--- src/rtl/mux_table_scanner.sv ---
// mux_table_scanner: registered 2^SEL_W:1 mux used as a truth-table evaluator.
// Direct mode registers table_i[sel_i] each cycle. Scan mode snapshots the
// table and expected vectors, steps an internal select through every input,
// builds a result vector and compares it against the expected snapshot.
//
// Handshake: start_i is a request qualified by mode_i and accepted only in
// IDLE. busy_o is high from the cycle after acceptance until the done_o
// cycle inclusive. done_o is a single-cycle pulse, and match_o is valid from
// the cycle after done_o. start_i while busy_o is high is dropped, not queued.
module mux_table_scanner #(
  parameter int SEL_W = 3
) (
  input  logic                    clk,
  input  logic                    rst,
  input  logic [(1<<SEL_W)-1:0]   table_i,
  input  logic [SEL_W-1:0]        sel_i,
  input  logic                    mode_i,
  input  logic                    start_i,
  input  logic [(1<<SEL_W)-1:0]   expected_i,
  output logic                    y_o,
  output logic [SEL_W-1:0]        sel_o,
  output logic [(1<<SEL_W)-1:0]   result_o,
  output logic                    busy_o,
  output logic                    done_o,
  output logic                    match_o,
  output logic [1:0]              dbg_state_o
);

  localparam int N = 1 << SEL_W;
  localparam logic [SEL_W-1:0] LAST_SEL = {SEL_W{1'b1}};

  typedef enum logic [1:0] {
    IDLE = 2'd0,
    SCAN = 2'd1,
    DONE = 2'd2
  } state_t;

  state_t           r_state;
  state_t           w_next_state;
  logic             w_start;
  logic [N-1:0]     r_tab;
  logic [N-1:0]     r_exp;
  logic [SEL_W-1:0] r_cnt;
  logic             r_y;
  logic [SEL_W-1:0] r_sel;
  logic [N-1:0]     r_result;
  logic             r_busy;
  logic             r_done;
  logic             r_match;

  // State register.
  always_ff @(posedge clk) begin
    if (rst) r_state <= IDLE;
    else     r_state <= w_next_state;
  end

  // Next-state logic; a start only counts in IDLE with scan mode selected.
  always_comb begin
    w_next_state = r_state;
    w_start      = 1'b0;
    case (r_state)
      IDLE: begin
        w_start = start_i & mode_i;
        if (w_start) w_next_state = SCAN;
      end
      SCAN: begin
        if (r_cnt == LAST_SEL) w_next_state = DONE;
      end
      DONE:    w_next_state = IDLE;
      default: w_next_state = IDLE;
    endcase
  end

  // Datapath: direct mux, scan stepping, result capture and compare.
  always_ff @(posedge clk) begin
    if (rst) begin
      r_tab    <= '0;
      r_exp    <= '0;
      r_cnt    <= '0;
      r_y      <= 1'b0;
      r_sel    <= '0;
      r_result <= '0;
      r_busy   <= 1'b0;
      r_done   <= 1'b0;
      r_match  <= 1'b0;
    end else begin
      r_done <= 1'b0;
      case (r_state)
        IDLE: begin
          if (w_start) begin
            r_tab    <= table_i;
            r_exp    <= expected_i;
            r_cnt    <= '0;
            r_result <= '0;
            r_match  <= 1'b0;
            r_busy   <= 1'b1;
          end else if (!mode_i) begin
            r_y   <= table_i[sel_i];
            r_sel <= sel_i;
          end
        end
        SCAN: begin
          r_y             <= r_tab[r_cnt];
          r_sel           <= r_cnt;
          r_result[r_cnt] <= r_tab[r_cnt];
          // The counter stops on the last step instead of wrapping to 0.
          if (r_cnt == LAST_SEL) r_done <= 1'b1;
          else                   r_cnt  <= r_cnt + 1'b1;
        end
        DONE: begin
          r_match <= (r_result == r_exp);
          r_busy  <= 1'b0;
        end
        default: ;
      endcase
    end
  end

  assign y_o         = r_y;
  assign sel_o       = r_sel;
  assign result_o    = r_result;
  assign busy_o      = r_busy;
  assign done_o      = r_done;
  assign match_o     = r_match;
  assign dbg_state_o = r_state;

endmodule

--- config.mk ---
export PLATFORM = sky130hd
export DESIGN_NAME = mux_table_scanner
export DESIGN_NICKNAME = d
export VERILOG_FILES = /design/src/rtl/mux_table_scanner.sv
export SDC_FILE = /design/constraint.sdc
export NUM_CORES = 1
export LEC_CHECK = 0
export BUFFER_PORTS_ARGS = -buffer_cell sky130_fd_sc_hd__buf_4
export CORE_UTILIZATION = 50
export CTS_CLUSTER_SIZE = 16
export DETAILED_ROUTE_END_ITERATION = 10
export PLACE_DENSITY = 0.78
export SYNTH_ARGS = -nofsm -noshare
export SYNTH_HDL_FRONTEND = slang
export SYNTH_SLANG_ARGS = --single-unit
--- constraint.sdc ---
create_clock -name clk -period 3.5 [get_ports clk]
set_input_delay 0.875 -clock clk [delete_from_list [all_inputs] [get_ports clk]]
set_output_delay 0.875 -clock clk [all_outputs]
set_load 0.02 [all_outputs]
* Yosys cells after proc, flatten, opt, wreduce, memory -nomap -nowiden
Index checks and enable logic that the tools add are counted.
** Word-level totals
- Input port bits :: 23
- Register bits :: 36
- Bits in read-only memories :: 0
- Word-level logic and storage cells :: 64
- Memories kept :: 0
- Output and inout bits :: 17
- Latch bits :: 0
- RAM bits :: 0
** Cells by class
- Multiply operators :: 0
- Reduce and logical (&&, ||, !) cells :: 11
- Bitwise operators :: 2
- Add/subtract/negate cells :: 1
- Muxes and demuxes :: 27
- Shift operators :: 0
- Divide/modulo/power cells :: 0
- Order comparisons :: 3
- Equality and inequality tests :: 10
** Operators by type and width (count)
- case mux 8 bit (2 select lines) :: 1
- two-way mux 3 bit :: 4
- != test 2 bit, second input constant :: 6
- case mux 3 bit (2 select lines) :: 2
- two-way mux 1 bit :: 9
- bitwise mux 8 bit :: 1
- == test 8 bit :: 1
- < comparator 3 x 4 -> 1 bit, second input constant :: 2
- two-way mux 8 bit :: 1
- AND reduction 2 bit :: 4
- binary-select mux 1 bit (select 3 bit) :: 2
- case mux 1 bit (2 select lines) :: 3
- AND reduction 3 bit :: 2
- two-way mux 2 bit :: 2
- case mux 2 bit (2 select lines) :: 1
- nonzero test 2 bit :: 2
- adder 3 x 1 -> 3 bit, second input constant :: 1
- demux 1 bit (select 3 bit) :: 1
- == test 3 bit, second input constant :: 1
- greater-or-equal comparator 3 x 1 -> 1 bit, second input constant :: 1
- == test 2 x 1 -> 1 bit, second input constant :: 1
- == test 2 bit, second input constant :: 1
- logical NOT 2 bit :: 1
- OR reduction 2 bit :: 1
- 3 further kinds :: 3

* Logic depth before layout (Yosys ltp)
Gate-level depths: netlist (run 1).
- Depth in word-level cells :: 6
- Gate-level depth with buffers :: 6
- Depth with buffers taken out :: 6

* Worst setup path before layout (run 1)
OpenSTA, ideal clock, no wires.
- Path type :: input port to flip-flop
- From :: in start_i
- To :: reg r_result[6], in the netlist result_o[6]
- Path buffers :: 1
- Arrival :: 1.816 ns
- Setup time :: 0.117 ns
- Data required time :: 3.383 ns
- Stages :: 4
- Slack :: 1.567 ns
- Path through :: nor4bb_1 clkbuf_1 nor2_1 a32o_1
** Between the ends
- Word-level cells in the longest chain between the ends :: 4
** Ends and longest elaborated chain
- from (decl) :: RTL line 18 : input logic start_i,
- bitwise AND 1 bit :: RTL line 63 : w_start = start_i & mode_i;
- two-way mux 1 bit :: RTL line 61 : case (r_state)
- != test 2 bit (no line)
- AND reduction 2 bit (no line)
- to (signal, indexed assignment) :: RTL line 105 : r_result[r_cnt] <= r_tab[r_cnt];
- to (decl) :: RTL line 46 : logic [N-1:0] r_result;
No other way between the ends.
A chain may end at the register's enable or synchronous reset.

* Worst setup path after layout (run 1)
- From :: reg r_state[1], in the netlist dbg_state_o[1]
- To :: out dbg_state_o[1]
** RTL lines
- from (decl) :: RTL line 38 : state_t r_state;
- from (signal assigned) :: RTL line 54 : else r_state <= w_next_state;
- to (decl) :: RTL line 26 : output logic [1:0] dbg_state_o
No word-level cell between the ends.

==> results of run 1 <==
==> metrics by stage <==
step / worst slack (ps) / hold WS, ps
finish: 1600 / 464
global route: 1480 / 483
CTS: 1600 / 470
detailed placement: 1410 / 451
global placement: 1460 / 445
floorplan: 1570 / 432
==> cell usage after synthesis <==
library cell,number
and2_1,1
nand3b_1,1
nand3_1,2
or3_1,1
nor2_1,17
or2_1,1
nor3b_1,3
and3b_1,2
xor2_1,1
a22oi_1,2
a31oi_1,1
a21boi_0,1
mux4_2,2
mux2i_1,7
nor4bb_1,1
ha_1,2
or4_1,2
nand2_1,41
a22o_1,1
nand2b_1,4
o21ai_1,2
and3_1,1
inv_1,2
buf_2,3
nand4_1,1
a211oi_2,2
a32o_1,7
a21oi_1,19
xnor2_1,7
a211oi_1,3
clkbuf_1,7
nor2b_1,3
dfxtp_1,36
==> layer usage <==
layer / GRT usage, % / vias up / wire, microns
met5: 0 / - / 0
met4: 10.5 / 0 / 78
met3: 7.25 / 12 / 177
met2: 37.0 / 42 / 1690
met1: 30.4 / 667 / 1700
li1: - / 723 / -
==> registers in the layout, summed over array words and instances, names as in the netlist <==
signal / flops
sel_o: 3
busy_o: 1
result_o: 8
r_tab: 8
done_o: 1
r_exp: 8
dbg_state_o: 2
match_o: 1
y_o: 1
r_cnt: 3
==> worst paths after layout <==
path	start	to	slack (ps)	depth (start not counted)
max	dbg_state_o[1]$_SDFFE_PP0P_	dbg_state_o[1]	1600	1
max reg2reg	r_cnt[0]$_SDFFE_PP0P_	result_o[3]$_SDFFE_PP0P_	1660	4
min	r_tab[6]$_SDFFE_PP0P_	r_tab[6]$_SDFFE_PP0P_	460	2
min reg2reg	r_tab[6]$_SDFFE_PP0P_	r_tab[6]$_SDFFE_PP0P_	460	2
==> layout make-up <==
class	instances	area, sq um
fill	274	1020
multi-input combinational	138	852
sequential	36	721
timing repair buffer	40	300
clock buffer	7	65.1
tap	44	55.1
clock inverter	1	30.0
inverter	2	7.51
==> report_power, final <==
part | internal [mW] | switching, mW
sequential | 0.425 | 0.0126
clock | 0.190 | 0.138
combinational | 0.0504 | 0.0543
==> logic make-up after synthesis <==
logic type	Yosys count	synth area share, %
buffers and inverters	12	3.02
and+or+nand+nor	81	23.2
AOI/OAI and AO/OA	38	16.1
adders and majority gates	2	1.55
muxes	9	7.13
DFF	36	44.6
xor gates and xnor gates	8	4.34
==> impl_metrics.py, run 1 <==
metrics = {
    "global_routing": {
        "grt_pass1_wl_microns": 6040,
        "grt_use_total_pct": 23.8,
        "grt_overflow": 0,
        "grt_pass1_vias": 1279,
        "grt_max_degree": 30,
        "grt_antenna_before_repair": 0,
    },
    "die": {
        "dieArea_sq_um": 3460,
        "fp-row-count": 20,
        "die_x_microns": 58.8,
        "start_util_pct": 52.9,
        "io_pins": 40,
        "die_h_microns": 58.8,
        "core-area_sq_um": 3050,
    },
    "timing": {
        "period_share_pct": 54.3,
        "hold_violations": 0,
        "final_max_slew_viol_count": 0,
        "grt_setup_unrepaired": "false",
        "fin_skew_ps": 6.98,
        "worst_slew_pin_slew_ps": 675,
        "setup_viol_count_final": 0,
        "max_clock_freq_mhz": 527,
        "fin_crit_ps": 1900,
        "tns_ps": 0,
        "relSlewSlack_pct": 54.9,
    },
    "worst_setup_path": {
        "critPathTopFamily": "flip-flops",
        "path_class": "reg -> out",
        "critPathMaxStageDelay_ps": 480,
        "crit_required_ps": 2620,
        "cp_max_fo": 8,
        "endpoint_kind": "output pin",
        "crit_path_top_delay_cell": "dfxtp_1",
        "crit_buf_inv": 1,
        "worstSetupStartpointType": "flop",
        "path_cells": "buf_4",
        "critPathArrivalTime_ps": 1020,
    },
    "final_layout": {
        "layout_commonest_cell": "nand2_1",
        "layout.cells.non_filler": 268,
        "drive_above_1_share_pct": 23.7,
        "antennaDiodeCount": 0,
        "finalNetCount": 248,
        "mostFrequentLayoutCells": "nand2_1, buf_4, dfxtp_1, a21oi_1, nor2_1",
        "final_core_util_pct": 66.5,
        "fin_area_sq_um": 2030,
        "area_delta_synth_final_pct": 25.7,
    },
    "clocking": {
        "cts_tree": "done",
        "path_clk_slew_ps": 110,
        "hold_buffers": 0,
        "cts.sinks": 36,
        "cts_buffers": 5,
        "cts.path.max_buffers": 2,
        "clockRootBuffer": "clkbuf_4",
        "cts.repair.resized": 0,
        "htree_num_levels": 2,
        "clock_latency_ps": 350,
        "cts_setup_buffers": 0,
    },
    "drt": {
        "wl_microns": 3650,
        "drt_iter0_drc": 65,
        "ant_nets": 0,
        "remaining_drc_errors": 0,
        "wl_per_cell_microns": 13.6,
        "dr.pass1.iters": 4,
        "num_vias": 1444,
        "avgViaCountPerCell": 5.39,
    },
    "synthesis": {
        "synth_largest_area_cell": "dfxtp_1",
        "ys_ff_latch": 36,
        "yosys_warnings": 0,
        "synth_cells": 186,
        "synthesis.nets": 211,
        "postSynthAreaPerCell_sq_um": 8.68,
        "seq_area_frac_synth_pct": 44.6,
        "syn_area_sq_um": 1620,
        "yosys.area.top_type_share_pct": 44.6,
        "synth_cell_type_count": 33,
        "synthTopCellsByArea": "dfxtp_1, nand2_1, a21oi_1, a32o_1, mux2i_1",
    },
    "place": {
        "gpl.final_weighted_congestion": 0.759,
        "placed_area_sq_um": 1940,
        "numPortBuffers": 39,
        "dp_hpwl_microns": 2660,
        "placedCellCount": 260,
    },
    "run": {
        "max_cap_viol_count": 0,
    },
    "worst_hold_path": {
        "hold_path_class": "reg -> reg",
    },
    "power_and_ir_drop": {
        "power_density_nw_per_um2": 429,
        "vdd.ir_drop.worst_mv": 0.272,
        "leakagePower_nw": 0.820,
        "power_mw": 0.870,
    },
    "status": {
        "status": "finished, final reports clean",
    },
}
No activity file was read; power rests on OpenSTA's default activity.
==> run 2, diff against run 1 <==
--- a/config.mk
+++ b/config.mk
@@ -6,10 +6,10 @@
 export NUM_CORES = 1
 export LEC_CHECK = 0
 export BUFFER_PORTS_ARGS = -buffer_cell sky130_fd_sc_hd__buf_4
-export CORE_UTILIZATION = 50
+export CORE_UTILIZATION = 47
 export CTS_CLUSTER_SIZE = 16
 export DETAILED_ROUTE_END_ITERATION = 10
-export PLACE_DENSITY = 0.78
+export PLACE_DENSITY = 0.77
 export SYNTH_ARGS = -nofsm -noshare
 export SYNTH_HDL_FRONTEND = slang
 export SYNTH_SLANG_ARGS = --single-unit
==> constraint.sdc (replaced) <==
create_clock -name clk -period 1.5 [get_ports clk]
set_input_delay 0.375 -clock clk [delete_from_list [all_inputs] [get_ports clk]]
set_output_delay 0.375 -clock clk [all_outputs]
set_load 0.02 [all_outputs]
==> impl_metrics.py, run 2 (synthesis results as in run 1) <==
metrics = {
    "status": {
        "status": "finished with violations",
        "violations": "negative setup slack",
    },
    "worst_hold_path": {
        "hold_path_class": "in -> reg",
        "hold_depth": 3,
    },
    "timing": {
        "setup_viol_count_final": 11,
        "relSlewSlack_pct": 63.3,
        "grt_setup_unrepaired": "true",
        "period_share_pct": 106,
        "fin_ws_ps": -88.0,
        "max_clock_freq_mhz": 630,
        "hold_violations": 0,
        "final_max_slew_viol_count": 0,
        "fin_skew_ps": 9.97,
        "fin_crit_ps": 1590,
        "worst_slew_pin_slew_ps": 548,
    },
    "die": {
        "core-area_sq_um": 3150,
        "dieArea_sq_um": 3680,
        "start_util_pct": 51.2,
        "io_pins": 40,
        "die_x_microns": 60.6,
        "die_h_microns": 60.6,
        "fp-row-count": 20,
    },
    "final_layout": {
        "antennaDiodeCount": 0,
        "layout_commonest_cell": "buf_4",
        "final_core_util_pct": 68.5,
        "area_delta_synth_final_pct": 33.6,
        "finalNetCount": 262,
        "drive_above_1_share_pct": 31.5,
        "fillerInstances": 273,
        "fin_area_sq_um": 2160,
        "mostFrequentLayoutCells": "buf_4, nand2_1, dfxtp_1, a21oi_1, nor2_1",
    },
    "power_and_ir_drop": {
        "vdd.ir_drop.worst_mv": 0.788,
        "leakagePower_nw": 0.878,
        "power_density_nw_per_um2": 861,
        "power_mw": 1.86,
    },
    "worst_setup_path": {
        "ff2ff_path_depth": 7,
        "cp_max_fo": 8,
        "worstSetupStartpointType": "flop",
        "crit_required_ps": 1780,
        "path_class": "reg -> reg",
        "endpoint_kind": "flop",
        "critPathArrivalTime_ps": 1870,
    },
    "run": {
        "max_cap_viol_count": 0,
    },
    "global_routing": {
        "grt_antenna_before_repair": 0,
        "grt_overflow": 0,
        "grt_pass1_wl_microns": 6290,
        "grt_max_degree": 18,
        "grt_pass1_vias": 1396,
        "grt_use_total_pct": 24.0,
    },
    "drt": {
        "wl_microns": 3930,
        "remaining_drc_errors": 0,
        "dr.pass1.iters": 4,
        "num_vias": 1508,
        "ant_nets": 0,
        "wl_per_cell_microns": 13.9,
        "avgViaCountPerCell": 5.35,
        "drt_iter0_drc": 50,
    },
    "clocking": {
        "hold_buffers": 0,
        "cts_tree": "done",
        "path_clk_slew_ps": 100,
        "cts.sinks": 36,
        "clockRootBuffer": "clkbuf_4",
        "htree_num_levels": 2,
        "cts.path.max_buffers": 2,
        "cts_setup_buffers": 0,
        "cts_buffers": 5,
        "clock_latency_ps": 350,
    },
    "place": {
        "placed_area_sq_um": 2040,
        "numPortBuffers": 39,
        "dp_hpwl_microns": 2980,
        "gpl.final_weighted_congestion": 0.821,
    },
}
[run 2: area by class of cell]
type	count	area, sq um	share of cell area [%]
clock inverter	1	7.51	0.348
clock buffer	7	55.1	2.55
multi-input combinational	138	901	41.7
tap	44	55.1	2.55
inverter	2	7.51	0.348
sequential	36	727	33.7
timing repair buffer	54	405	18.8
[run 2: through the flow]
stage	setup WS (ps)	TNS, ps	hold slack [ps]	cells
final	-88.0	-647	270	282
after global routing	-159	-2300	250	282
after CTS	-80.6	-610	247	282
after global placement	-60.7	-375	444	274
after floorplan	8.58	0	432	186
after detailed placement	-107	-900	451	274
[run 2: worst max-delay path, cell delays in order (launching register included)]
cell	delay (ps)
dfxtp_4	380
buf_4	140
ha_1	190
ha_2	200
nor3b_4	250
buf_4	160
a22oi_1	80
nor2_1	130
[run 2: metal layers]
metal / GRT usage (%) / share of wire [%]
met2: 41.1 / 51
met3: 6.82 / 4.9
met5: 0 / 0
met4: 9.42 / 1.3
met1: 28.5 / 43
[run 2: timing repair]
item                       CTS  global route
pin swaps                    3             6
setup endpoints to repair   11            29
gates resized for setup      5             7
[run 2: report_power, final]
group          leakage (nW)  internal (mW)  total (mW)  switching (mW)
combinational         0.551          0.147       0.287           0.139
clock                0.0315          0.229       0.552           0.322
sequential            0.295          0.992        1.02          0.0286
total                 0.878           1.37        1.86           0.490
[run 2: worst paths after layout]
check                                           start                     to  slack [ps]
worst max-delay path            r_cnt[0]$_SDFFE_PP0P_  r_cnt[2]$_SDFFE_PP0P_         -90
worst min register to register  r_tab[2]$_SDFFE_PP0P_  r_tab[2]$_SDFFE_PP0P_         470
worst min-delay path                    expected_i[5]  r_exp[5]$_SDFFE_PP0P_         270
worst max register to register  r_cnt[0]$_SDFFE_PP0P_  r_cnt[2]$_SDFFE_PP0P_         -90
==> run 3, diff against run 2 <==
--- a/config.mk
+++ b/config.mk
@@ -13,3 +13,4 @@
 export SYNTH_ARGS = -nofsm -noshare
 export SYNTH_HDL_FRONTEND = slang
 export SYNTH_SLANG_ARGS = --single-unit
+export TNS_END_PERCENT = 10
==> impl_metrics.py, run 3 (synthesis results as in run 1) <==
metrics = {
    "worst_setup_path": {
        "crit_required_ps": 1780,
        "ff2ff_path_depth": 7,
        "endpoint_kind": "flop",
        "path_class": "reg -> reg",
        "cp_max_fo": 8,
        "reg2reg_setup_slack_ps": -90,
        "critPathArrivalTime_ps": 1870,
        "worstSetupStartpointType": "flop",
        "r2r-start": "r_cnt[0]$_SDFFE_PP0P_",
        "r2r_end": "r_cnt[2]$_SDFFE_PP0P_",
    },
    "power_and_ir_drop": {
        "power_frac_clock_pct": 29.7,
        "swShare_pct": 26.3,
        "power_density_nw_per_um2": 861,
        "switching_power_mw": 0.490,
        "p_int_mw": 1.37,
        "p_comb_share_pct": 15.4,
        "leakagePower_nw": 0.878,
        "p_seq_share_pct": 54.9,
        "vdd.ir_drop.worst_mv": 0.788,
    },
    "timing": {
        "fin_ws_ps": -88.2,
        "final_max_slew_viol_count": 0,
        "fin_skew_ps": 9.91,
        "setup_viol_count_final": 11,
        "hold_violations": 0,
        "grt_setup_unrepaired": "true",
        "worst_slew_pin_slew_ps": 546,
        "period_share_pct": 106,
        "fin_crit_ps": 1590,
        "max_clock_freq_mhz": 630,
        "relSlewSlack_pct": 63.5,
        "hold_slack_ps": 270,
    },
    "drt": {
        "wl_microns": 3930,
        "ant_nets": 0,
        "wl_per_cell_microns": 13.9,
        "remaining_drc_errors": 0,
        "dr.pass1.iters": 4,
        "avgViaCountPerCell": 5.35,
        "drt_iter0_drc": 50,
        "num_vias": 1508,
    },
    "die": {
        "io_pins": 40,
        "dieArea_sq_um": 3680,
        "die_x_microns": 60.6,
        "core-area_sq_um": 3150,
        "start_util_pct": 51.2,
        "die_h_microns": 60.6,
        "fp-row-count": 20,
    },
    "clocking": {
        "clockRootBuffer": "clkbuf_4",
        "cts.sinks": 36,
        "hold_buffers": 0,
        "clock_latency_ps": 350,
        "cts_setup_buffers": 0,
        "cts_tree": "done",
        "htree_num_levels": 2,
        "path_clk_slew_ps": 100,
        "cts_buffers": 5,
        "cts.path.max_buffers": 2,
    },
    "final_layout": {
        "area_delta_synth_final_pct": 33.6,
        "drive_above_1_share_pct": 31.5,
        "antennaDiodeCount": 0,
        "layout_commonest_cell": "buf_4",
        "fillerInstances": 273,
        "finalNetCount": 262,
        "mostFrequentLayoutCells": "buf_4, nand2_1, dfxtp_1, a21oi_1, nor2_1",
    },
    "global_routing": {
        "grtUsageMet1_pct": 28.5,
        "grt_use_total_pct": 24.0,
        "grt_use_met2_pct": 41.1,
        "top_usage_layer": "met2",
        "met3_usage_pct": 6.82,
        "grt_max_degree": 18,
        "grt_antenna_before_repair": 0,
        "grt_pass1_wl_microns": 6290,
        "grt_pass1_vias": 1394,
        "grt_overflow": 0,
    },
    "worst_hold_path": {
        "hold_path_class": "in -> reg",
        "hold_end": "r_exp[5]$_SDFFE_PP0P_",
        "hp-start": "expected_i[5]",
        "hold_depth": 3,
    },
    "run": {
        "max_cap_viol_count": 0,
    },
    "place": {
        "numPortBuffers": 39,
        "dp_hpwl_microns": 2980,
        "place_ws_ps": -107,
        "gpl.final_weighted_congestion": 0.821,
    },
    "status": {
        "status": "finished with violations",
        "violations": "negative setup slack",
    },
}
==> run 3: cell counts in the layout (fill, tap and decap cells not counted) <==
Identical to the previous run, type by type.
==> run 3: what timing repair did <==
item / in CTS / in global routing
setup endpoints to repair: 11 / 29
gates resized for setup: 5 / 7
pin swaps: 3 / 6
==> run 3: worst max-delay path, cell delays in order, from the launching register on <==
cell     delay [ps]
dfxtp_4         380
buf_4           140
ha_1            190
ha_2            200
nor3b_4         250
buf_4           160
a22oi_1          80
nor2_1          130
==> run 3: power groups by stage <==
| stage | Sequential [mW] | Combinational, mW | Clock [mW] |
|---|---|---|---|
| floorplan | 1.05 | 0.137 | 0 |
| global placement | 1.04 | 0.267 | 0 |
| detailed placement | 1.04 | 0.275 | 0 |
| CTS | 1.02 | 0.280 | 0.569 |
| global route | 1.03 | 0.317 | 0.614 |
| finish | 1.02 | 0.287 | 0.551 |
==> run 3: layer usage <==
metal | wire [microns] | part of all wire (%)
met5 | 0 | 0
met4 | 51 | 1.3
met3 | 181 | 4.6
met2 | 2010 | 51
met1 | 1690 | 43
==> run 3: per-stage QoR <==
step                setup TNS (ps)  cell area, sq um  power (mW)  util, %  std cells
floorplan                        0              1620        1.19        -        186
global placement              -375              2040        1.31     64.8        274
detailed placement            -900              2040        1.32     64.8        274
CTS                           -610              2130        1.87     67.5        282
global route                 -2300              2160        1.96     68.5        282
finish                        -647              2160        1.86     68.5        282
==> run 3: worst max path at each step <==
stage                                     start                       end  depth (start not counted)
after floorplan           r_cnt[1]$_SDFFE_PP0P_     r_cnt[1]$_SDFFE_PP0P_                          6
after global placement    r_cnt[0]$_SDFFE_PP0P_  result_o[7]$_SDFFE_PP0P_                          4
after detailed placement  r_cnt[0]$_SDFFE_PP0P_     r_cnt[2]$_SDFFE_PP0P_                          7
after CTS                 r_cnt[0]$_SDFFE_PP0P_  result_o[4]$_SDFFE_PP0P_                          4
after global routing      r_cnt[0]$_SDFFE_PP0P_     r_cnt[2]$_SDFFE_PP0P_                          7
final                     r_cnt[0]$_SDFFE_PP0P_     r_cnt[2]$_SDFFE_PP0P_                          7
==> run 3: layout make-up <==
cell class	count	area, sq um	area share, %
multi-input combinational	138	901	41.7
sequential	36	727	33.7
clock buffer	7	55.1	2.55
clock inverter	1	7.51	0.348
tap	44	55.1	2.55
inverter	2	7.51	0.348
timing repair buffer	54	405	18.8
